$ cat src/rtl/mod3_check_arbiter.sv
// Two-requester front end for a serial MSB-first divisible-by-3 checker.
// Define MOD3_ROUND_ROBIN_EN for round-robin arbitration; otherwise req0 has fixed priority.
module mod3_check_arbiter #(
  parameter int WIDTH = 8
) (
  input  logic             clk,
  input  logic             reset,
  input  logic             req0,
  input  logic [WIDTH-1:0] data0,
  input  logic             req1,
  input  logic [WIDTH-1:0] data1,
  output logic             gnt0,
  output logic             gnt1,
  output logic             busy,
  output logic             ser_bit,
  output logic             ser_vld,
  output logic             done,
  output logic             div3,
  output logic             owner
);

  localparam int CW = (WIDTH <= 2) ? 1 : $clog2(WIDTH);

  typedef enum logic [1:0] {IDLE, SHIFT, DONE} state_t;

  state_t           state_q, state_d;
  logic [WIDTH-1:0] shreg_q, shreg_d;
  logic [CW-1:0]    cnt_q, cnt_d;
  logic [1:0]       res_q, res_d;
  logic [1:0]       res_nxt;
  logic             cur_owner_q, cur_owner_d;
  logic             owner_q, owner_d;
  logic             div3_q, div3_d;
  logic             done_q, done_d;
  logic             gnt0_q, gnt0_d;
  logic             gnt1_q, gnt1_d;
  logic             win1;

`ifdef MOD3_ROUND_ROBIN_EN
  logic ptr_q, ptr_d;

  // ptr_q = 1 means requester 1 wins a tie
  assign win1 = req1 & (~req0 | ptr_q);

  always_comb begin
    ptr_d = ptr_q;
    if (state_q == IDLE && (req0 || req1)) ptr_d = ~win1;
  end

  always_ff @(posedge clk or negedge reset) begin
    if (!reset) ptr_q <= 1'b0;
    else        ptr_q <= ptr_d;
  end
`else
  assign win1 = req1 & ~req0;
`endif

  // (2*res + bit) mod 3, residue restricted to 0..2
  always_comb begin
    case ({res_q, shreg_q[WIDTH-1]})
      3'b000:  res_nxt = 2'd0;
      3'b001:  res_nxt = 2'd1;
      3'b010:  res_nxt = 2'd2;
      3'b011:  res_nxt = 2'd0;
      3'b100:  res_nxt = 2'd1;
      3'b101:  res_nxt = 2'd2;
      default: res_nxt = 2'd0;
    endcase
  end

  always_comb begin
    state_d     = state_q;
    shreg_d     = shreg_q;
    cnt_d       = cnt_q;
    res_d       = res_q;
    cur_owner_d = cur_owner_q;
    owner_d     = owner_q;
    div3_d      = div3_q;
    done_d      = 1'b0;
    gnt0_d      = 1'b0;
    gnt1_d      = 1'b0;
    case (state_q)
      IDLE: begin
        if (req0 || req1) begin
          shreg_d     = win1 ? data1 : data0;
          gnt0_d      = ~win1;
          gnt1_d      = win1;
          cur_owner_d = win1;
          res_d       = 2'd0;
          cnt_d       = '0;
          state_d     = SHIFT;
        end
      end
      SHIFT: begin
        res_d   = res_nxt;
        shreg_d = shreg_q << 1;
        cnt_d   = cnt_q + 1'b1;
        if (cnt_q == CW'(WIDTH - 1)) begin
          state_d = DONE;
          done_d  = 1'b1;
          div3_d  = (res_nxt == 2'd0);
          // owner only changes with a new result so it holds between dones
          owner_d = cur_owner_q;
        end
      end
      DONE:    state_d = IDLE;
      default: state_d = IDLE;
    endcase
  end

  always_ff @(posedge clk or negedge reset) begin
    if (!reset) begin
      state_q     <= IDLE;
      shreg_q     <= '0;
      cnt_q       <= '0;
      res_q       <= 2'd0;
      cur_owner_q <= 1'b0;
      owner_q     <= 1'b0;
      div3_q      <= 1'b0;
      done_q      <= 1'b0;
      gnt0_q      <= 1'b0;
      gnt1_q      <= 1'b0;
    end else begin
      state_q     <= state_d;
      shreg_q     <= shreg_d;
      cnt_q       <= cnt_d;
      res_q       <= res_d;
      cur_owner_q <= cur_owner_d;
      owner_q     <= owner_d;
      div3_q      <= div3_d;
      done_q      <= done_d;
      gnt0_q      <= gnt0_d;
      gnt1_q      <= gnt1_d;
    end
  end

  assign gnt0    = gnt0_q;
  assign gnt1    = gnt1_q;
  assign busy    = (state_q != IDLE);
  assign ser_vld = (state_q == SHIFT);
  assign ser_bit = (state_q == SHIFT) & shreg_q[WIDTH-1];
  assign done    = done_q;
  assign div3    = div3_q;
  assign owner   = owner_q;

endmodule

$ cat config.mk
export PLATFORM = sky130hd
export DESIGN_NAME = mod3_check_arbiter
export DESIGN_NICKNAME = d
export VERILOG_FILES = /design/src/rtl/mod3_check_arbiter.sv
export SDC_FILE = /design/constraint.sdc
export NUM_CORES = 1
export LEC_CHECK = 0
export CAP_MARGIN = 5
export CORE_MARGIN = 2
export CORE_UTILIZATION = 42
export CTS_CLUSTER_SIZE = 30
export DETAILED_ROUTE_END_ITERATION = 6
export PLACE_DENSITY = 0.71
export SLEW_MARGIN = 20
export SYNTH_ARGS = -nofsm -noshare
export SYNTH_HDL_FRONTEND = slang
export SYNTH_SLANG_ARGS = --single-unit
$ cat constraint.sdc
create_clock -name clk -period 1.6 [get_ports clk]
set_clock_uncertainty 0.2 [all_clocks]
set_input_delay 0.32 -clock clk [delete_from_list [all_inputs] [get_ports clk]]
set_output_delay 0.32 -clock clk [all_outputs]
set_load 0.02 [all_outputs]
==> flow_metrics.tcl <==
set metrics [dict create \
    firstDrtPassIters 4 \
    use_met1 0.2450 \
    synth_cell_types 25 \
    regArea_um2 525.5 \
    place_hpwl_mm 1.597 \
    ir_drop_mv 0.8822 \
    worst_path_most_repeated_cell "buf_6" \
    yosys_warnings 0 \
    clk_latency_ns 0.31 \
    grt_max_degree 22 \
    fin_crit_sh 1.049 \
    p_leak_nw 0.7335 \
    p_seq_frac 0.369 \
    synth_cells 93 \
    p_per_area_nw_per_um2 1597 \
    synth_nets 115 \
    grt_antenna_before_repair 0 \
    grt.met2_usage 0.2938 \
    area_growth_pct 47.15 \
    die_y_um 53.06 \
    pre_cts_ws_ns -0.2953 \
    worstMarginPinSlew_ns 0.2695 \
    async_flop_share 1.000 \
    grt-busiest-layer "met2" \
    multi_input_area_um2 442.9 \
    yosysSeqAreaShare 0.5198 \
    cts.sinks 21 \
    final_cell_area_um2 1488 \
    drive_above_1_share 0.2628 \
    slowest_stage "dfrtp_1" \
    design.die.area_um2 2815 \
    placedInstanceArea_um2 1354 \
    crit_family "flip-flops" \
    cts_max_path_buffers 2 \
    wl_per_cell_um 14.33 \
    htree_levels 1 \
    start_util 0.4484 \
    outcome "finished with violations" \
    wirelength_mm 2.365 \
    max_stage_delay_ns 0.44 \
    fin_util 0.6598 \
    portBuffers 27 \
    period_needed_ns 1.678 \
    cp_cell_sequence "buf_6, nor2_4, inv_2, buf_6" \
    final.setup.tns_ns -0.2007 \
    syn_area_um2 1011 \
    yosys.area.top_type "dfrtp_1" \
    violations "negative setup slack" \
    place_congestion 0.7881 \
    route.vias.total 868 \
    critPathKind "reg2out" \
    cts_tree "done" \
    clk_pin_slew_ns 0.12 \
    p_clk_frac 0.109 \
    overflow 0 \
    fp-row-count 17 \
    clockRootBuffer "clkbuf_4" \
    critPathMaxFanout 2 \
    yosys-top-cells-area "dfrtp_1 (52%), a22o_1 (9.5%), a221o_1 (6.9%)" \
    maxCapViolCount 0 \
    fill_cells 204 \
    cts_hold_buffers 0 \
    io_pins 28 \
    grt_pass1_wl_mm 3.657 \
    grtUsageTotal 0.1874 \
    netlist.area_leader.share 0.5198 \
    power_mw 2.375 \
    place_inst 153 \
    p_switching_uw 846.2 \
    startpoint_type "flip-flop" \
    grt_pass1_vias 834 \
    die_w_um 53.06 \
    n_antenna_cell 0 \
    arrival_ns 1.16 \
    synthFlopType "dfrtp_1" \
    viasPerCell 5.261 \
    stdcell_count 165 \
    ys_ff_latch 21 \
    crit_required_ns 1.08 \
    drtIter0Drc 15 \
    p_int_mw 1.529 \
    nets 160 \
    synth_edf_count 0 \
    syn_avg_cell_area_um2 10.87 \
    drc_errors 0 \
    grt_setup_unrepaired "yes" \
    swShare 0.3562 \
    grtUsageMet3 0.04520 \
    finalSetupViolCount 4 \
    ant_nets 0 \
    hold_class "in2async" \
    hold_slack_ns 0.1307 \
    core_um2 2255 \
    comb_power_share 0.522 \
    fmax_mhz 596.0 \
    numCtsBuffers 3 \
    slew_viol_final 0 \
    setup_slack_ns -0.07788 \
    hold_viol 0 \
    max_slew_margin 0.8203 \
    cp-end-kind "primary output" \
    crit_buf_inv 3 \
]
-- layout by cell type (no fill, tap or decap), types with 6 or more instances in the layout --
master / n
nand2_1: 6
buf_4: 14
a22o_1: 11
buf_6: 6
clkdlybuf4s50_1: 17
a21oi_1: 9
a221o_1: 7
inv_1: 9
dlygate4sd2_1: 7
dfrtp_1: 21
-- worst paths after layout --
check | start | to | slack (ns) | cells after the start
min in group clk | div3 | div3 | 0.30 | 2
hold reg to reg | div3 | div3 | 0.30 | 2
setup reg to reg | state_q[1] | res_q[1] | -0.06 | 5
setup / recovery | state_q[1] | busy | -0.08 | 4
hold / removal | reset | cnt_q[1] | 0.13 | 2
max in group asynchronous | reset | shreg_q[3] | 0.85 | 2
-- worst register-to-register path, delay by kind of cell (launching register included) --
family          cells  cell delay [ns]
simple gates        1             0.51
flops               1             0.44
buf+inv             2             0.26
compound gates      2             0.20
-- Yosys cell counts, drive strengths merged, types with 2 or more instances --
master  instances
a21oi           9
a221o           7
a22o           11
and2            2
buf             5
dfrtp          21
ha              2
inv            10
mux2            2
nand2           6
nor2            4
nor2b           2
o21ai           5
-- routing by layer --
metal | routed length (um) | vias up | share of wire
met5 | 0 | - | 0
met4 | 37 | 0 | 0.016
met3 | 123 | 5 | 0.052
met2 | 1220 | 24 | 0.52
met1 | 983 | 420 | 0.42
li1 | - | 419 | -
-- power by group through the flow --
| stage | registers [mW] | clock network (mW) | logic [mW] |
|---|---|---|---|
| floorplan | 0.910 | 0 | 0.665 |
| global placement | 0.877 | 0 | 1.04 |
| detailed placement | 0.887 | 0 | 1.07 |
| CTS | 0.873 | 0.265 | 1.09 |
| global route | 0.901 | 0.283 | 1.37 |
| finish | 0.877 | 0.259 | 1.24 |
-- sequential cells by signal (all words and copies together), names as in the netlist, 2 cells and up --
register / cells
res_q: 2
state_q: 2
cnt_q: 3
shreg_q: 8
-- final cells by class --
| class | count | share of cell area |
|---|---|---|
| clock buffers | 3 | 0.01514 |
| clock inverters | 1 | 0.003364 |
| inverters | 10 | 0.02523 |
| multi-input cells | 57 | 0.2977 |
| flip-flops and latches | 21 | 0.3532 |
| well taps | 28 | 0.02355 |
| repair buffers | 45 | 0.2817 |
-- kinds of logic (layout without fill, tap and decap cells) --
kind of cell / count (synthesis) / count (layout) / synth area share
XOR/XNOR: 2 / 2 / 0.01733
multiplexers: 2 / 2 / 0.02228
buffers and inverters: 16 / 59 / 0.08663
AO/OA/AOI/OAI: 32 / 32 / 0.2339
flip-flops: 21 / 21 / 0.5198
adder cells (fa/ha/maj): 2 / 2 / 0.02475
AND/OR/NAND/NOR: 18 / 19 / 0.09529
-- what timing repair did --
action,in CTS,in global routing
cloned,1,0
setup buffers,3,4
gates resized for setup,27,13
pin swaps,1,7
endpoints found under the setup margin,18,14
Note: power is estimated with default switching activity, not from simulation.
